**src/rtl/arb_pkg.sv**
```systemverilog
// Shared types and default widths for the fetch/data memory port arbiter.
package arb_pkg;

  typedef enum logic [1:0] {IDLE, REQ, WAIT} state_t;
  typedef enum logic {OWN_IF, OWN_D} owner_t;

  localparam int unsigned ADDR_W_DEF = 64;
  localparam int unsigned DATA_W_DEF = 64;

endpackage

```
**src/rtl/arb_pick.sv**
```systemverilog
// Grant selection between fetch and data requesters.
// ARB_ROUND_ROBIN_EN: alternate on contention; otherwise data has fixed priority.
module arb_pick
  import arb_pkg::*;
(
  input  logic   if_valid,
  input  logic   d_valid,
  input  owner_t last_grant,
  output owner_t grant
);

  owner_t both_pick;

`ifdef ARB_ROUND_ROBIN_EN
  assign both_pick = (last_grant == OWN_IF) ? OWN_D : OWN_IF;
`else
  logic unused_last_grant;
  assign unused_last_grant = (last_grant == OWN_D);
  assign both_pick = OWN_D;
`endif

  // A lone requester always wins; contention falls to both_pick.
  always_comb begin
    grant = OWN_IF;
    if (if_valid && d_valid) grant = both_pick;
    else if (d_valid)        grant = OWN_D;
  end

endmodule

```
**src/rtl/mem_port_arbiter.sv**
```systemverilog
// Shares one memory port between fetch and data, one transaction outstanding.
// ARB_ROUND_ROBIN_EN selects round-robin contention handling (default: data priority).
module mem_port_arbiter
  import arb_pkg::*;
#(
  parameter int unsigned ADDR_W = ADDR_W_DEF,
  parameter int unsigned DATA_W = DATA_W_DEF
) (
  input  logic              clk,
  input  logic              reset,
  input  logic              if_valid,
  output logic              if_ready,
  input  logic [ADDR_W-1:0] if_addr,
  input  logic              d_valid,
  output logic              d_ready,
  input  logic [ADDR_W-1:0] d_addr,
  input  logic              d_we,
  input  logic [DATA_W-1:0] d_wdata,
  output logic              rsp_if_valid,
  output logic              rsp_d_valid,
  output logic [DATA_W-1:0] rsp_rdata,
  output logic              m_valid,
  input  logic              m_ready,
  output logic [ADDR_W-1:0] m_addr,
  output logic              m_we,
  output logic [DATA_W-1:0] m_wdata,
  input  logic              m_rsp_valid,
  input  logic [DATA_W-1:0] m_rsp_rdata
);

  state_t            state;
  owner_t            owner;
  owner_t            grant;
  logic [ADDR_W-1:0] addr_q;
  logic              we_q;
  logic [DATA_W-1:0] wdata_q;
  logic              idle;
  logic              fire_if;
  logic              fire_d;
  logic              rsp_hit;

`ifdef ARB_ROUND_ROBIN_EN
  owner_t last_grant;
`else
  owner_t last_grant;
  assign last_grant = OWN_IF;
`endif

  arb_pick u_pick (
    .if_valid   (if_valid),
    .d_valid    (d_valid),
    .last_grant (last_grant),
    .grant      (grant)
  );

  assign idle     = (state == IDLE);
  assign if_ready = idle && if_valid && (grant == OWN_IF);
  assign d_ready  = idle && d_valid  && (grant == OWN_D);
  assign fire_if  = if_valid && if_ready;
  assign fire_d   = d_valid && d_ready;

  always_ff @(posedge clk or posedge reset) begin
    if (reset) begin
      state   <= IDLE;
      owner   <= OWN_IF;
      addr_q  <= '0;
      we_q    <= 1'b0;
      wdata_q <= '0;
`ifdef ARB_ROUND_ROBIN_EN
      last_grant <= OWN_IF;
`endif
    end else begin
      case (state)
        IDLE: begin
          if (fire_if || fire_d) begin
            state   <= REQ;
            owner   <= fire_d ? OWN_D : OWN_IF;
            addr_q  <= fire_d ? d_addr : if_addr;
            we_q    <= fire_d && d_we;
            wdata_q <= fire_d ? d_wdata : '0;
`ifdef ARB_ROUND_ROBIN_EN
            last_grant <= fire_d ? OWN_D : OWN_IF;
`endif
          end
        end
        REQ:     if (m_ready)     state <= WAIT;
        WAIT:    if (m_rsp_valid) state <= IDLE;
        default: state <= IDLE;
      endcase
    end
  end

  assign m_valid = (state == REQ);
  assign m_addr  = addr_q;
  assign m_we    = we_q;
  assign m_wdata = wdata_q;

  // Response strobes pass the memory beat straight through in WAIT only.
  assign rsp_hit      = (state == WAIT) && m_rsp_valid;
  assign rsp_if_valid = rsp_hit && (owner == OWN_IF);
  assign rsp_d_valid  = rsp_hit && (owner == OWN_D);
  assign rsp_rdata    = rsp_hit ? m_rsp_rdata : '0;

endmodule

```
**config.mk**
```make
export PLATFORM = sky130hd
export DESIGN_NAME = mem_port_arbiter
export DESIGN_NICKNAME = d
export VERILOG_FILES = /design/src/rtl/arb_pkg.sv /design/src/rtl/arb_pick.sv /design/src/rtl/mem_port_arbiter.sv
export SDC_FILE = /design/constraint.sdc
export NUM_CORES = 1
export LEC_CHECK = 0
export ABC_AREA = 1
export CAP_MARGIN = 30
export CORE_AREA = 3 3 179 181
export CTS_BUF_LIST = sky130_fd_sc_hd__clkbuf_16
export DETAILED_ROUTE_END_ITERATION = 12
export DIE_AREA = 0 0 182 184
export GPL_ROUTABILITY_DRIVEN = 0
export PLACE_DENSITY = 0.65
export SETUP_SLACK_MARGIN = 0.2
export SYNTH_ARGS = -nofsm -noshare
export SYNTH_HDL_FRONTEND = slang
export SYNTH_HIERARCHICAL = 1
export SYNTH_SLANG_ARGS = --single-unit
```
**constraint.sdc**
```tcl
create_clock -name clk -period 5.95 [get_ports clk]
set_input_delay 1.4875 -clock clk [delete_from_list [all_inputs] [get_ports clk]]
set_output_delay 1.4875 -clock clk [all_outputs]
set_load 0.1 [all_outputs]
```
==> summary.md, run 1 <==
### Status
• **result of the run** finished, final reports clean

### Clocking
• **Longest Clk Path Bufs** 2
• **number of gates resized after cts** 0
• **H-Tree Depth** 4
• **Reg clk slew, reported paths** 0.06 ns
• **CTS tree** yes
• **Root Driver** clkbuf_16
• **latest clock arrival within the worst-skew pair** 0.42 ns
• **number of clock buffers inserted by TritonCTS** 17
• **Post-CTS Setup Bufs** 0
• **Num Clock Sinks** 132
• **Hold Buf Count CTS** 0

### Floorplanning
• **die outline width** 182 um
• **starting utilization of the core area** 0.229
• **number of top-level pins** 461
• **die area** 0.0335 sq mm
• **count of standard-cell rows** 64
• **Die Span Y** 184 um
• **Core ar.** 0.0306 sq mm

### Synth
• **cell area after technology mapping** 0.00699 sq mm
• **Avg Inst Size Synth** 7.02 sq um
• **Mapped Cells** 996
• **synth warn** 6
• **net count after synthesis** 1,259

### Routing
• **DRC** 0
• **number of DRC markers in iteration 0** 456
• **total wire length** 28.1 mm
• **Post-DRT Antenna Nets** 0
• **DR vias** 7,783
• **average via count per standard cell** 4.26
• **per-cell routed wire length** 15.4 um
• **1st-pass router iterations** 5

### Pwr
• **power per unit of standard cell area** 671 mW/mm^2
• **total leakage power** 6.53 nW
• **Max IR drop VDD** 0.000369 V

### Worst setup path
• **worst setup path class** input port to primary output
• **launching element type of the critical path** input port
• **setup slack, reg-to-reg** 3.06 ns
• **critical-path maximum fanout** 93
• **startpoint of the lowest-slack register-to-register path** state[1]
• **Critical Path RT** 4.46 ns
• **Worst R2R Path Depth** 6
• **data arrival at the endpoint of the critical path** 3.02 ns
• **capturing element type of the critical path** primary output
• **destination of the worst register-to-register timing path** m_addr[1]

### STA
• **actual transition at the worst max-transition pin** 1.04 ns
• **Final Critical Period** 4.51 ns
• **worst slew margin relative to its limit** 0.301
• **RSZ-0062 raised after global routing** false
• **ratio of final minimum period to clock period** 0.758
• **WHS** 0.501 ns
• **final hold violation count** 0
• **final clock skew** 0.0106 ns
• **Setup TNS** 0 ns
• **total setup violations reported at the end of the flow** 0
• **Max Freq** 0.222 GHz
• **Slew Limit Fails** 0

### GRT
• **pin count of the biggest net entering global routing** 94
• **total global routing track utilization** 0.157
• **final global-route overflow total** 0
• **vias in the first global route** 7,483
• **antenna violations before repair** 0
• **global-route wire length before repair** 41.9 mm

### Place
• **DP HPWL** 20.8 mm
• **total of buffers placed on input and output ports** 460

### Final layout
• **most common cell after layout, fill and taps aside** clkdlybuf4s50_1
• **share of final-layout standard cells stronger than drive strength 1** 0.0858
• **most frequent cells in the layout** 392 x clkdlybuf4s50_1, 261 x nand2_1, 257 x nand3_1
• **Final nets** 1,683
• **total inserted antenna cells** 0
• **filler cell count in the final layout** 3,079
• **layout-stage area growth over the synthesis result** 77.3%

### Min path
• **worst min-delay path startpoint** m_wdata[8]
• **kind of path behind the tightest hold check** flop to flop
• **cell count of the worst hold path** 2
• **endpoint of the worst hold-timing path** m_wdata[8]

### Job
• **max-cap violation count** 0

-- how the worst max path moves through the flow --
| stage | end | from | slack (ns) | depth (start not counted) |
|---|---|---|---|---|
| detailed placement | d_ready | d_valid | 1.47 | 6 |
| floorplan | m_addr[0] | reset | 0.94 | 1 |
| global route | d_ready | d_valid | 1.37 | 6 |
| global placement | d_ready | d_valid | 1.49 | 6 |
| finish | d_ready | d_valid | 1.44 | 6 |
| CTS | d_ready | d_valid | 1.47 | 6 |
-- layer usage --
layer / vias up / wire, um / GRT usage
li1: 3862 / - / -
met1: 3603 / 10900 / 0.185
met2: 288 / 15000 / 0.286
met3: 30 / 1810 / 0.0378
met4: 0 / 519 / 0.0442
met5: - / 0 / 0
-- area by class of cell --
type / instances / area [sq um] / area share
clock buffer: 17 / 425 / 0.0343
clock inverter: 15 / 159 / 0.0128
inverter: 200 / 756 / 0.0610
multi-input combinational: 594 / 2600 / 0.210
sequential: 132 / 3300 / 0.266
tap: 396 / 495 / 0.0400
timing repair buffer: 475 / 4660 / 0.376
-- sequential cells by signal, indices dropped and copies added, names as in the netlist --
name     flops
m_addr      64
m_we         1
owner        1
state        2
m_wdata     64
-- report_power, final --
part	total, mW	switching, mW	leakage (nW)	internal (mW)
Combinational	5.73	4.45	4.57	1.28
Clock	1.04	0.476	0.282	0.563
Sequential	1.55	0.233	1.67	1.32
-- worst max-delay path, stage by stage --
cell	delay [ns]
clkdlybuf4s50_1	0.50
nand2_1	0.09
inv_2	0.11
nand2_8	0.34
inv_2	0.22
buf_12	0.19
-- per-stage QoR --
stage	worst slack, ns	area [sq um]	util	std cells	power, mW
after floorplan	0.936	6990	-	996	5.77
after global placement	1.49	11700	0.382	1792	7.21
after detailed placement	1.47	11800	0.385	1796	7.32
after CTS	1.47	12400	0.404	1828	8.41
after global routing	1.37	12400	0.405	1829	8.66
final	1.44	12400	0.405	1829	8.32
(Power assumes the default switching activity.)
==> run 2: changes to the inputs <==
==> constraint.sdc (replaced) <==
create_clock -name clk -period 4.7 [get_ports clk]
set_input_delay 1.175 -clock clk [delete_from_list [all_inputs] [get_ports clk]]
set_output_delay 1.175 -clock clk [all_outputs]
set_load 0.1 [all_outputs]
==> run 2 against run 1 <==
Sequential share of layout area shrank 0.27 points. Combinational power grew 28%. Power grew 28%. Critical path depth shrank 1.
==> summary.md, run 2 (synthesis results as in run 1) <==
### Status
• **result of the run** finished, final reports clean

### Worst setup path
• **critical-path maximum fanout** 66
• **launching element type of the critical path** input port
• **Critical Path RT** 3.52 ns
• **data arrival at the endpoint of the critical path** 2.46 ns
• **worst setup path class** input port to primary output
• **capturing element type of the critical path** primary output

### Floorplanning
• **count of standard-cell rows** 64
• **starting utilization of the core area** 0.229
• **die outline width** 182 um
• **number of top-level pins** 461
• **die area** 0.0335 sq mm
• **Die Span Y** 184 um
• **Core ar.** 0.0306 sq mm

### STA
• **worst setup slack after layout** 1.07 ns
• **Max Freq** 0.275 GHz
• **final clock skew** 0.0140 ns
• **RSZ-0062 raised after global routing** false
• **Final Critical Period** 3.63 ns
• **total setup violations reported at the end of the flow** 0
• **actual transition at the worst max-transition pin** 1.09 ns
• **Setup TNS** 0 ns
• **ratio of final minimum period to clock period** 0.772
• **worst slew margin relative to its limit** 0.271
• **final hold violation count** 0
• **Slew Limit Fails** 0

### Clocking
• **CTS tree** yes
• **H-Tree Depth** 4
• **number of gates resized after cts** 0
• **Root Driver** clkbuf_16
• **latest clock arrival within the worst-skew pair** 0.42 ns
• **number of clock buffers inserted by TritonCTS** 17
• **Hold Buf Count CTS** 0
• **Reg clk slew, reported paths** 0.06 ns
• **Post-CTS Setup Bufs** 0
• **Num Clock Sinks** 132
• **Longest Clk Path Bufs** 2

### Place
• **worst slack at placement** 1.06 ns
• **DP HPWL** 19.9 mm
• **total of buffers placed on input and output ports** 460

### Final layout
• **total inserted antenna cells** 0
• **filler cell count in the final layout** 3,068
• **layout-stage area growth over the synthesis result** 79.1%
• **share of final-layout standard cells stronger than drive strength 1** 0.0871
• **most frequent cells in the layout** 392 x clkdlybuf4s50_1, 261 x nand2_1, 257 x nand3_1
• **Final nets** 1,685
• **most common cell after layout, fill and taps aside** clkdlybuf4s50_1

### Pwr
• **Max IR drop VDD** 0.000526 V
• **total leakage power** 6.58 nW
• **power per unit of standard cell area** 853 mW/mm^2
• **overall power after layout** 10.7 mW

### Min path
• **kind of path behind the tightest hold check** flop to flop

### Job
• **max-cap violation count** 0

### GRT
• **total global routing track utilization** 0.159
• **final global-route overflow total** 0
• **pin count of the biggest net entering global routing** 196
• **vias in the first global route** 7,554
• **antenna violations before repair** 0
• **global-route wire length before repair** 42.5 mm

### Routing
• **DRC** 0
• **1st-pass router iterations** 5
• **number of DRC markers in iteration 0** 417
• **DR vias** 7,752
• **per-cell routed wire length** 15.2 um
• **average via count per standard cell** 4.23
• **total wire length** 27.9 mm
• **Post-DRT Antenna Nets** 0

==> run 2: cell count changes in the layout (fill, tap and decap cells not counted), sizes merged <==
cell    previous run  this run
clkinv             3         2
inv              210       209
buf               83        85
bufinv             0         2
==> run 2: layout make-up <==
type / instances / area [sq um] / area share
multi-input combinational: 594 / 2600 / 0.207
tap: 396 / 495 / 0.0396
inverter: 200 / 754 / 0.0602
clock inverter: 15 / 183 / 0.0146
sequential: 132 / 3300 / 0.264
timing repair buffer: 477 / 4760 / 0.380
clock buffer: 17 / 425 / 0.0340
==> run 2: path summary, 6_finish.rpt <==
kind | end | from | depth (start not counted) | slack (ns)
setup / recovery | rsp_rdata[21] | m_rsp_valid | 5 | 1.07
hold reg to reg | m_wdata[21] | m_wdata[21] | 2 | 0.50
setup reg to reg | m_addr[10] | state[1] | 6 | 2.32
max in group asynchronous | m_addr[9] | reset | 3 | 2.83
min in group asynchronous | m_wdata[43] | reset | 3 | 1.22
hold / removal | m_wdata[21] | m_wdata[21] | 2 | 0.50
==> run 2: stage by stage <==
| step | hold WS (ns) | std cells | utilization | area (sq um) |
|---|---|---|---|---|
| after floorplan | 0.531 | 996 | - | 6990 |
| after global placement | 0.484 | 1792 | 0.383 | 11700 |
| after detailed placement | 0.487 | 1799 | 0.390 | 11900 |
| after CTS | 0.504 | 1831 | 0.409 | 12500 |
| after global routing | 0.524 | 1831 | 0.409 | 12500 |
| final | 0.501 | 1831 | 0.409 | 12500 |
==> run 2: worst max-delay path, stage by stage <==
cell and delay (ns):
clkdlybuf4s50_1 0.50, nand3_2 0.10, buf_12 0.20, nor2_1 0.15, buf_4 0.31
==> run 2: report_power, final <==
part           total, mW  switching (mW)  internal (mW)
clock               1.40           0.595          0.809
sequential          1.97           0.303           1.67
combinational       7.31            5.63           1.69
==> run 2: routing by layer <==
| metal | vias up | GRT usage | wire, um |
|---|---|---|---|
| li1 | 3856 | - | - |
| met1 | 3583 | 0.193 | 11000 |
| met2 | 281 | 0.280 | 14500 |
| met3 | 32 | 0.0370 | 1850 |
| met4 | 0 | 0.0475 | 566 |
| met5 | - | 0 | 0 |
==> run 3: changes to the inputs <==
==> constraint.sdc (replaced) <==
create_clock -name clk -period 3.37 [get_ports clk]
set_input_delay 0.8425 -clock clk [delete_from_list [all_inputs] [get_ports clk]]
set_output_delay 0.8425 -clock clk [all_outputs]
set_load 0.1 [all_outputs]
==> run 3 against run 2 <==
Sequential share of layout area down 0.86 points. Final cell count down 0.16%. Core utilization up 1.4 points. Non-clock buffer count down 3. Critical endpoint is now rsp_rdata[48]. Largest cell class unchanged. Highest routed layer unchanged.
==> summary.md, run 3 (synthesis results as in run 1) <==
### STA
• **total setup violations reported at the end of the flow** 0
• **RSZ-0062 raised after global routing** false
• **ratio of final minimum period to clock period** 0.884
• **final clock skew** 0.0105 ns
• **Final Critical Period** 2.98 ns
• **Setup TNS** 0 ns
• **final hold violation count** 0
• **Slew Limit Fails** 0
• **worst slew margin relative to its limit** 0.329
• **worst setup slack after layout** 0.391 ns
• **Max Freq** 0.336 GHz
• **actual transition at the worst max-transition pin** 1.01 ns
• **WHS** 0.503 ns

### Pwr
• **overall power after layout** 14.7 mW
• **power per unit of standard cell area** 1140 mW/mm^2
• **total leakage power** 6.88 nW
• **Max IR drop VDD** 0.000521 V

### GRT
• **total global routing track utilization** 0.162
• **vias in the first global route** 7,783
• **antenna violations before repair** 0
• **pin count of the biggest net entering global routing** 93
• **final global-route overflow total** 0
• **global-route wire length before repair** 43.0 mm

### Place
• **worst slack at placement** 0.392 ns
• **DP HPWL** 21.0 mm
• **total of buffers placed on input and output ports** 460

### Routing
• **1st-pass router iterations** 5
• **total wire length** 28.3 mm
• **topmost layer with routed signal wires** met4
• **Post-DRT Antenna Nets** 0
• **number of DRC markers in iteration 0** 413
• **DR vias** 7,812
• **average via count per standard cell** 4.27
• **met3 layer wire length in the routed design** 1.87 mm
• **DRC** 0
• **wire length on met2** 14.6 mm
• **per-cell routed wire length** 15.5 um
• **met1 wire length** 11.3 mm

### Job
• **max-cap violation count** 0

### Worst setup path
• **destination of the worst register-to-register timing path** m_addr[1]
• **Most common cell on crit path** buf_12
• **crit-path cells** clkdlybuf4s50_1 -> nand3_4 -> buf_12 -> nor2_1 -> buf_12
• **top cell family by delay on the critical path** buffers and inverters
• **setup slack, reg-to-reg** 1.35 ns
• **master of the slowest instance on the critical path** clkdlybuf4s50_1
• **launching element type of the critical path** input port
• **worst setup path class** input port to primary output
• **capturing element type of the critical path** primary output
• **critical-path maximum fanout** 46
• **startpoint of the lowest-slack register-to-register path** state[1]
• **data arrival at the endpoint of the critical path** 2.14 ns
• **Worst R2R Path Depth** 5
• **worst path bufs/invs** 3
• **Critical Path RT** 2.53 ns
• **delay contributed by the slowest stage of the critical path** 0.51 ns

### Clocking
• **latest clock arrival within the worst-skew pair** 0.42 ns
• **number of clock buffers inserted by TritonCTS** 17
• **Root Driver** clkbuf_16
• **Num Clock Sinks** 132
• **Post-CTS Setup Bufs** 0
• **Reg clk slew, reported paths** 0.06 ns
• **Longest Clk Path Bufs** 2
• **number of gates resized after cts** 0
• **CTS tree** yes
• **H-Tree Depth** 4
• **Hold Buf Count CTS** 0

### Final layout
• **filler cell count in the final layout** 3,070
• **share of final-layout standard cells stronger than drive strength 1** 0.189
• **Final nets** 1,682
• **multi-input logic area** 0.00266 sq mm
• **layout-stage area growth over the synthesis result** 85.2%
• **total inserted antenna cells** 0
• **Core Util, Final** 0.423
• **most frequent cells in the layout** 262 x clkdlybuf4s50_1, 261 x nand2_1, 257 x nand3_1
• **register cell area after layout** 0.00330 sq mm
• **most common cell after layout, fill and taps aside** clkdlybuf4s50_1

### Min path
• **worst min-delay path startpoint** m_wdata[8]
• **kind of path behind the tightest hold check** flop to flop
• **endpoint of the worst hold-timing path** m_wdata[8]
• **cell count of the worst hold path** 2

### Floorplanning
• **number of top-level pins** 461
• **Core ar.** 0.0306 sq mm
• **count of standard-cell rows** 64
• **starting utilization of the core area** 0.229
• **die area** 0.0335 sq mm
• **Die Span Y** 184 um
• **die outline width** 182 um

### Status
• **result of the run** finished, final reports clean

run 3: changes by cell type in the layout (fill, tap and decap cells not counted), sizes merged:
cell,delta
buf,+127
bufinv,+1
clkinv,+4
inv,-5
clkdlybuf4s50,-130
run 3: how the worst max path moves through the flow:
stage               endpoint         from  cells after the start
2_1_floorplan  rsp_rdata[23]  m_rsp_valid                      4
3_3_place_gp   rsp_rdata[48]  m_rsp_valid                      5
3_5_place_dp   rsp_rdata[38]  m_rsp_valid                      5
4_1_cts        rsp_rdata[38]  m_rsp_valid                      5
5_1_grt         rsp_rdata[1]  m_rsp_valid                      5
6_report       rsp_rdata[48]  m_rsp_valid                      5
run 3: cell type report:
type / count / share of cell area
sequential: 132 / 0.255
timing repair buffer: 474 / 0.397
tap: 396 / 0.0383
clock buffer: 17 / 0.0329
inverter: 200 / 0.0583
multi-input combinational: 594 / 0.205
clock inverter: 15 / 0.0136
run 3: tightest hold or removal path, cell delays in order, from the launching register on:
cell     delay (ns)
dfrtp_1        0.34
nand3_1        0.07
nand2_1        0.06
run 3: per-layer routing:
metal  vias up  GRT usage
met3        31     0.0417
met2       321      0.290
met1      3607      0.191
met5         -          0
met4         0     0.0494
li1       3853          -
run 3: metrics by stage:
stage / area, sq um / instances
after floorplan: 7040 / 996
after global placement: 12300 / 1795
after detailed placement: 12300 / 1796
after CTS: 12900 / 1828
after global routing: 12900 / 1828
final: 12900 / 1828
run 3: where the power goes:
part | total, mW | internal (mW) | leakage [nW] | switching (mW)
clock | 1.94 | 1.17 | 0.294 | 0.768
combinational | 10.0 | 2.12 | 4.91 | 7.89
sequential | 2.77 | 2.33 | 1.67 | 0.439
